--- config.mk ---
export PLATFORM = sky130hd
export DESIGN_NAME = uart_rx_fifo
export DESIGN_NICKNAME = d
export VERILOG_FILES = /design/src/rtl/uart_rx_fifo.sv
export SDC_FILE = /design/constraint.sdc
export NUM_CORES = 1
export LEC_CHECK = 0
export CORE_MARGIN = 8
export CORE_UTILIZATION = 42
export CTS_BUF_LIST = sky130_fd_sc_hd__clkbuf_4 sky130_fd_sc_hd__clkbuf_8
export CTS_CLUSTER_DIAMETER = 30
export CTS_CLUSTER_SIZE = 28
export DETAILED_ROUTE_END_ITERATION = 7
export PLACE_DENSITY_LB_ADDON = 0.15
export SYNTH_ARGS = -nofsm -noshare
export SYNTH_HDL_FRONTEND = slang
export SYNTH_SLANG_ARGS = --single-unit
--- constraint.sdc ---
create_clock -name Clk -period 2.8 [get_ports Clk]
set_input_delay 0.56 -clock Clk [delete_from_list [all_inputs] [get_ports Clk]]
set_output_delay 0.56 -clock Clk [all_outputs]
set_load 0.05 [all_outputs]
--- src/rtl/uart_rx_fifo.sv ---
`default_nettype none
// ============================================================================
// Module      : uart_rx_fifo
// Description : UART receive path with byte FIFO.
//               Clk is the baud clock: one Rx bit is sampled per rising edge,
//               with no oversampling. Frame format is start(0), DATA_BITS
//               data bits MSB-first, an optional even-parity bit and
//               STOP_BITS stop bits(1). Good bytes are buffered in a FIFO
//               that the host drains one byte per Read_Done strobe.
//
//               Ports:
//                 Clk           baud clock, all logic on posedge
//                 Rst           synchronous active-high reset
//                 Rx            serial input, idle high
//                 Read_Done     pop strobe, one byte per cycle it is high
//                 Data_Out      byte from the most recent pop (registered)
//                 Data_Rdy      1-cycle pulse in the cycle Data_Out updates
//                 Rx_Error      [0]=break [1]=parity [2]=frame, last frame
//                 RTS           1 while the FIFO is not full
//                 FIFO_Empty    FIFO count is zero
//                 FIFO_Full     FIFO count above half depth
//                 FIFO_Overflow sticky: a good byte was dropped at full
//
//               Build option UART_RX_SYNC_EN: when defined, Rx passes through
//               a 2-flop synchronizer (reset to 1) ahead of the receiver,
//               delaying every Rx-relative event by 2 Clk.
// Revision    : 1.0 - initial release
// ============================================================================
module uart_rx_fifo #(
    parameter int DATA_BITS  = 8,
    parameter int PARITY_BIT = 1,
    parameter int STOP_BITS  = 2,
    parameter int FIFO_DEPTH = 8
) (
    input  logic                 Clk,
    input  logic                 Rst,
    input  logic                 Rx,
    input  logic                 Read_Done,
    output logic [DATA_BITS-1:0] Data_Out,
    output logic                 Data_Rdy,
    output logic [2:0]           Rx_Error,
    output logic                 RTS,
    output logic                 FIFO_Empty,
    output logic                 FIFO_Full,
    output logic                 FIFO_Overflow
);

    localparam int c_ADDR_W  = $clog2(FIFO_DEPTH);
    localparam int c_CNT_W   = c_ADDR_W + 1;
    localparam int c_MAX_BIT = (DATA_BITS > STOP_BITS) ? DATA_BITS : STOP_BITS;
    localparam int c_BIT_W   = $clog2(c_MAX_BIT + 1);

    typedef enum logic [2:0] {
        ST_IDLE    = 3'd0,
        ST_DATA    = 3'd1,
        ST_PARITY  = 3'd2,
        ST_STOP    = 3'd3,
        ST_END     = 3'd4,
        ST_BRKWAIT = 3'd5
    } state_t;

    // ------------------------------------------------------------------
    // Rx conditioning
    // ------------------------------------------------------------------
    logic w_rx;

`ifdef UART_RX_SYNC_EN
    logic r_sync1;
    logic r_sync2;

    // Reset to the idle level so a reset never looks like a start bit.
    always_ff @(posedge Clk) begin
        if (Rst) begin
            r_sync1 <= 1'b1;
            r_sync2 <= 1'b1;
        end else begin
            r_sync1 <= Rx;
            r_sync2 <= r_sync1;
        end
    end

    assign w_rx = r_sync2;
`else
    assign w_rx = Rx;
`endif

    // ------------------------------------------------------------------
    // Receiver FSM
    // ------------------------------------------------------------------
    state_t               r_state;
    state_t               w_state_nxt;
    logic [c_BIT_W-1:0]   r_bitcnt;
    logic [DATA_BITS-1:0] r_shreg;
    logic                 r_perr;
    logic                 r_ferr;
    logic                 r_allzero;

    always_ff @(posedge Clk) begin
        if (Rst) begin
            r_state <= ST_IDLE;
        end else begin
            r_state <= w_state_nxt;
        end
    end

    always_comb begin
        w_state_nxt = r_state;
        case (r_state)
            ST_IDLE: begin
                if (!w_rx) begin
                    w_state_nxt = ST_DATA;
                end
            end
            ST_DATA: begin
                if (r_bitcnt == c_BIT_W'(DATA_BITS - 1)) begin
                    w_state_nxt = (PARITY_BIT != 0) ? ST_PARITY : ST_STOP;
                end
            end
            ST_PARITY: begin
                w_state_nxt = ST_STOP;
            end
            ST_STOP: begin
                if (r_bitcnt == c_BIT_W'(STOP_BITS - 1)) begin
                    w_state_nxt = ST_END;
                end
            end
            ST_END: begin
                // Rx is deliberately not looked at here: a low level in this
                // cycle is never taken as a start bit.
                w_state_nxt = r_allzero ? ST_BRKWAIT : ST_IDLE;
            end
            ST_BRKWAIT: begin
                if (w_rx) begin
                    w_state_nxt = ST_IDLE;
                end
            end
            default: begin
                w_state_nxt = ST_IDLE;
            end
        endcase
    end

    // Bit counter, shift register and per-frame error collection.
    always_ff @(posedge Clk) begin
        if (Rst) begin
            r_bitcnt  <= '0;
            r_shreg   <= '0;
            r_perr    <= 1'b0;
            r_ferr    <= 1'b0;
            r_allzero <= 1'b0;
        end else begin
            case (r_state)
                ST_IDLE: begin
                    if (!w_rx) begin
                        r_bitcnt  <= '0;
                        r_perr    <= 1'b0;
                        r_ferr    <= 1'b0;
                        // The start bit itself is already a zero.
                        r_allzero <= 1'b1;
                    end
                end
                ST_DATA: begin
                    r_shreg   <= {r_shreg[DATA_BITS-2:0], w_rx};
                    r_allzero <= r_allzero & ~w_rx;
                    // Clearing at the last data bit also primes the stop count.
                    if (r_bitcnt == c_BIT_W'(DATA_BITS - 1)) begin
                        r_bitcnt <= '0;
                    end else begin
                        r_bitcnt <= r_bitcnt + c_BIT_W'(1);
                    end
                end
                ST_PARITY: begin
                    // Even parity: the parity bit equals the XOR of the data.
                    r_perr    <= (w_rx != ^r_shreg);
                    r_allzero <= r_allzero & ~w_rx;
                end
                ST_STOP: begin
                    if (!w_rx) begin
                        r_ferr <= 1'b1;
                    end
                    r_allzero <= r_allzero & ~w_rx;
                    r_bitcnt  <= r_bitcnt + c_BIT_W'(1);
                end
                default: begin
                end
            endcase
        end
    end

    // ------------------------------------------------------------------
    // FIFO
    // ------------------------------------------------------------------
    logic [DATA_BITS-1:0] r_mem [FIFO_DEPTH];
    logic [c_ADDR_W-1:0]  r_wr;
    logic [c_ADDR_W-1:0]  r_rd;
    logic [c_CNT_W-1:0]   r_count;
    logic [c_CNT_W-1:0]   w_count_nxt;

    logic w_frame_end;
    logic w_good;
    logic w_full_now;
    logic w_pop;
    logic w_push;
    logic w_drop;

    assign w_frame_end = (r_state == ST_END);
    assign w_good      = w_frame_end & ~r_allzero & ~r_ferr & ~r_perr;
    assign w_full_now  = (r_count == c_CNT_W'(FIFO_DEPTH));
    assign w_pop       = Read_Done & (r_count != '0);
    // A pop in the same cycle frees the slot, so a push at full still lands.
    assign w_push      = w_good & (~w_full_now | w_pop);
    assign w_drop      = w_good & w_full_now & ~w_pop;
    assign w_count_nxt = r_count + c_CNT_W'(w_push) - c_CNT_W'(w_pop);

    // Storage has no reset; only pointers and count define its contents.
    always_ff @(posedge Clk) begin
        if (w_push) begin
            r_mem[r_wr] <= r_shreg;
        end
    end

    always_ff @(posedge Clk) begin
        if (Rst) begin
            r_wr          <= '0;
            r_rd          <= '0;
            r_count       <= '0;
            Data_Out      <= '0;
            Data_Rdy      <= 1'b0;
            Rx_Error      <= 3'b000;
            RTS           <= 1'b1;
            FIFO_Empty    <= 1'b1;
            FIFO_Full     <= 1'b0;
            FIFO_Overflow <= 1'b0;
        end else begin
            if (w_push) begin
                r_wr <= r_wr + c_ADDR_W'(1);
            end
            if (w_pop) begin
                Data_Out <= r_mem[r_rd];
                r_rd     <= r_rd + c_ADDR_W'(1);
            end
            Data_Rdy <= w_pop;
            r_count  <= w_count_nxt;

            // Status flags follow the post-edge count.
            RTS        <= (w_count_nxt < c_CNT_W'(FIFO_DEPTH));
            FIFO_Empty <= (w_count_nxt == '0);
            FIFO_Full  <= (w_count_nxt > c_CNT_W'(FIFO_DEPTH / 2));

            if (w_drop) begin
                FIFO_Overflow <= 1'b1;
            end

            if (w_frame_end) begin
                Rx_Error <= r_allzero ? 3'b001 : {r_ferr, r_perr, 1'b0};
            end
        end
    end

endmodule
`default_nettype wire

==> flow_summary_export.csv <==
group,metric,value,unit
min_path,hp-start,"FIFO_Overflow$_SDFFE_PP0P_",
grt,grt_max_degree,32,
clock_network,cts_sinks,108,
route,ant_nets,0,
grt,antenna_found_initial,0,
sta,fin_crit,2560,ps
clock_network,post_cts_buffers,0,
yosys,synth_edf_count,64,
pwr,ir_drop,442,µV
pwr,power.share.clock,23.9,%
yosys,synth_nets,371,
route,routedWlPerCell,15.3,µm
grt,grt_first_pass_wirelength,13.3,mm
route,drtPass1Iterations,4,
route,viasPerCell,5.13,
clock_network,clk_pin_slew_worst_paths,100,ps
sta,fmax,391,MHz
pwr,p_int,2.67,mW
sta,rsz0062_at_grt,"no",
flow_run,drv_cap,0,
yosys,synth_top_area_share,43.0,%
die,core_area,10300,µm²
clock_network,cts_made_buffers,9,
pwr,switching_share,32.8,%
setup_path,reg2reg_to,"FIFO_Full$_SDFF_PP0_",
route,drtIter0Drc,131,
placed_design,dp_hpwl,5.53,mm
setup_path,rr_startpoint,"r_allzero$_SDFFE_PP0P_",
yosys,ys_ff_latch,108,
pwr,power.static_leakage,1.78,nW
route,drc,0,
setup_path,crit_arrival,2800,ps
placed_design,place_congestion,0.738,
grt,grt_overflow,0,
die,die_w,119,µm
pwr,power_switching,1.30,mW
setup_path,worstSetupPathType,"reg2reg",
grt,grt.total_usage,11.7,%
cells_and_area,nets,402,
setup_path,startpoint,"r_allzero$_SDFFE_PP0P_",
yosys,synth_cells,357,
yosys,synthesis.area,4470,µm²
pwr,report.power.total,3.97,mW
clock_network,clkLatencyLatePin,360,ps
yosys,yosys_warnings,0,
die,start_util,43.3,%
die,placementRows,37,
setup_path,critPathCaptureType,"flop",
clock_network,clock-root-buffer,"clkbuf_8",
pwr,power_frac_seq,47.5,%
die,die_h,119,µm
clock_network,clockBufferDepth,2,
route,wirelength,8.08,mm
yosys,yosysUniqueCellTypes,41,
min_path,hold_depth,2,
clock_network,cts_hold_buf,0,
yosys,ys.flop_type,"edfxtp_1",
die,die_area,14200,µm²
pwr,comb_power_share,28.6,%
die,ios,20,
yosys,ys_seq_area_share,62.7,%
cells_and_area,syn2layout_area_growth,14.1,%
min_path,min_path_type,"reg2reg",
cells_and_area,layout_commonest_cell,"edfxtp_1",
setup_path,critPathMaxFanout,8,
yosys,netlist_top_cells_area,"edfxtp_1 (43%), dfxtp_1 (20%), mux2i_1 (9.6%)",
cells_and_area,num_antenna_cells,0,
min_path,min_to,"FIFO_Overflow$_SDFFE_PP0P_",
cells_and_area,fin_area,5100,µm²
setup_path,crit_required,3050,ps
route,dr_total_vias,2712,
placed_design,dpl_cell_area,4890,µm²
sta,maxSlewHeadroom,48.4,%
sta,drv_slew,0,
clock_network,cts_tree,"yes",
sta,tightestPinTransition,770,ps
cells_and_area,final_cell_mix,"edfxtp_1 (64), nor2_1 (44), dfxtp_1 (43), mux2i_1 (43), a21oi_1 (21)",
clock_network,ctsResizeCount,0,
placed_design,io_buffer_count,19,
grt,grt_pass1_vias,2595,
cells_and_area,drive_above_1_share,9.92,%
clock_network,h-tree-depth,3,
sta,finalHoldViolCount,0,
setup_path,worst_r2r_path_depth,10,
yosys,async_flop_share,0,%
setup_path,startpoint_type,"flop",
sta,skew,11.8,ps
setup_path,ff2ff_setup_slack,240,ps
status,status,"finished, final reports clean",
pwr,p_per_area,779,nW/µm²
sta,period_share,91.3,%
yosys,yosys.area.top_type,"edfxtp_1",
yosys,avgSynthCellArea,12.5,µm²
sta,finalSetupViolations,0,
cell families after synthesis:
family                   Yosys count  synth area share (%)
flip-flops                       108                  62.7
AND/OR/NAND/NOR                   85                  9.02
AO/OA/AOI/OAI                     66                  9.52
multiplexers                      43                  9.63
buffers and inverters             32                  3.28
XOR/XNOR                          13                  2.86
adder cells (fa/ha/maj)           10                  2.97
cell type report:
type,count,area [µm²]
fillers,902,5230
repair buffers,39,353
multi-input cells,217,1520
inverters,13,48.8
clock buffers,10,131
well taps,136,170
flip-flops and latches,108,2800
clock inverters,6,72.6
worst max-delay path by stage:
stage / depth (start not counted) / slack [ps] / endpoint
2_1_floorplan: 13 / 230 / FIFO_Full$_SDFF_PP0_
3_3_place_gp: 11 / -30 / FIFO_Full$_SDFF_PP0_
3_5_place_dp: 11 / -140 / FIFO_Full$_SDFF_PP0_
4_1_cts: 10 / 220 / FIFO_Full$_SDFF_PP0_
5_1_grt: 12 / 70 / FIFO_Full$_SDFF_PP0_
6_report: 10 / 240 / FIFO_Full$_SDFF_PP0_
Yosys cell counts (3+ instances only):
master and n:
edfxtp_1 64, nand3_1 4, nor3b_1 3, mux2i_1 43
o31ai_1 3, o21ai_0 10, buf_2 3, dfxtp_1 44
nor3_1 13, buf_1 3, nor2_1 44, nor2b_1 5
inv_1 13, buf_6 3, nand2b_1 3, a21oi_1 21
ha_1 9, nand2_1 4, a22oi_1 17, xor2_1 3
clkbuf_1 10, xnor2_1 9
worst max-delay path, stage by stage (launching register included):
cell	delay [ps]
dfxtp_1	390
or3_1	450
a311o_1	360
o21ai_0	170
ha_1	190
inv_1	50
fa_1	370
xor2_1	220
nor2_1	70
o21ai_0	70
o21ai_0	90
routing by layer:
metal  global-route usage, %  part of all wire (%)
met4                    5.69                   1.9
met5                       0                     0
met2                    19.1                    48
met3                    2.46                   4.0
met1                    14.5                    46
power by group through the flow:
stage | clock network (mW) | logic, mW | registers, mW
floorplan | 0 | 0.609 | 2.09
global placement | 0 | 1.13 | 1.92
detailed placement | 0 | 1.14 | 1.93
CTS | 0.983 | 1.15 | 1.89
global route | 1.04 | 1.25 | 1.91
finish | 0.950 | 1.14 | 1.89
flip-flops by register name, summed over array words and instances, names as in the netlist:
signal / count
r_ferr: 1
r_count: 4
r_allzero: 1
r_shreg: 8
FIFO_Full: 1
r_rd: 3
FIFO_Overflow: 1
Data_Rdy: 1
FIFO_Empty: 1
r_mem: 64
r_perr: 1
r_state: 3
Data_Out: 8
r_bitcnt: 4
RTS: 1
Rx_Error: 3
r_wr: 3
stage by stage:
stage / instances / util, % / setup TNS [ps] / setup slack [ps] / hold slack [ps]
after floorplan: 357 / - / 0 / 232 / 448
after CTS: 529 / 49.4 / 0 / 219 / 501
final: 529 / 49.4 / 0 / 243 / 486
after global routing: 529 / 49.4 / 0 / 65.1 / 516
after global placement: 513 / 47.4 / -31.1 / -31.1 / 464
after detailed placement: 513 / 47.4 / -219 / -142 / 483
(Power assumes the default switching activity.)
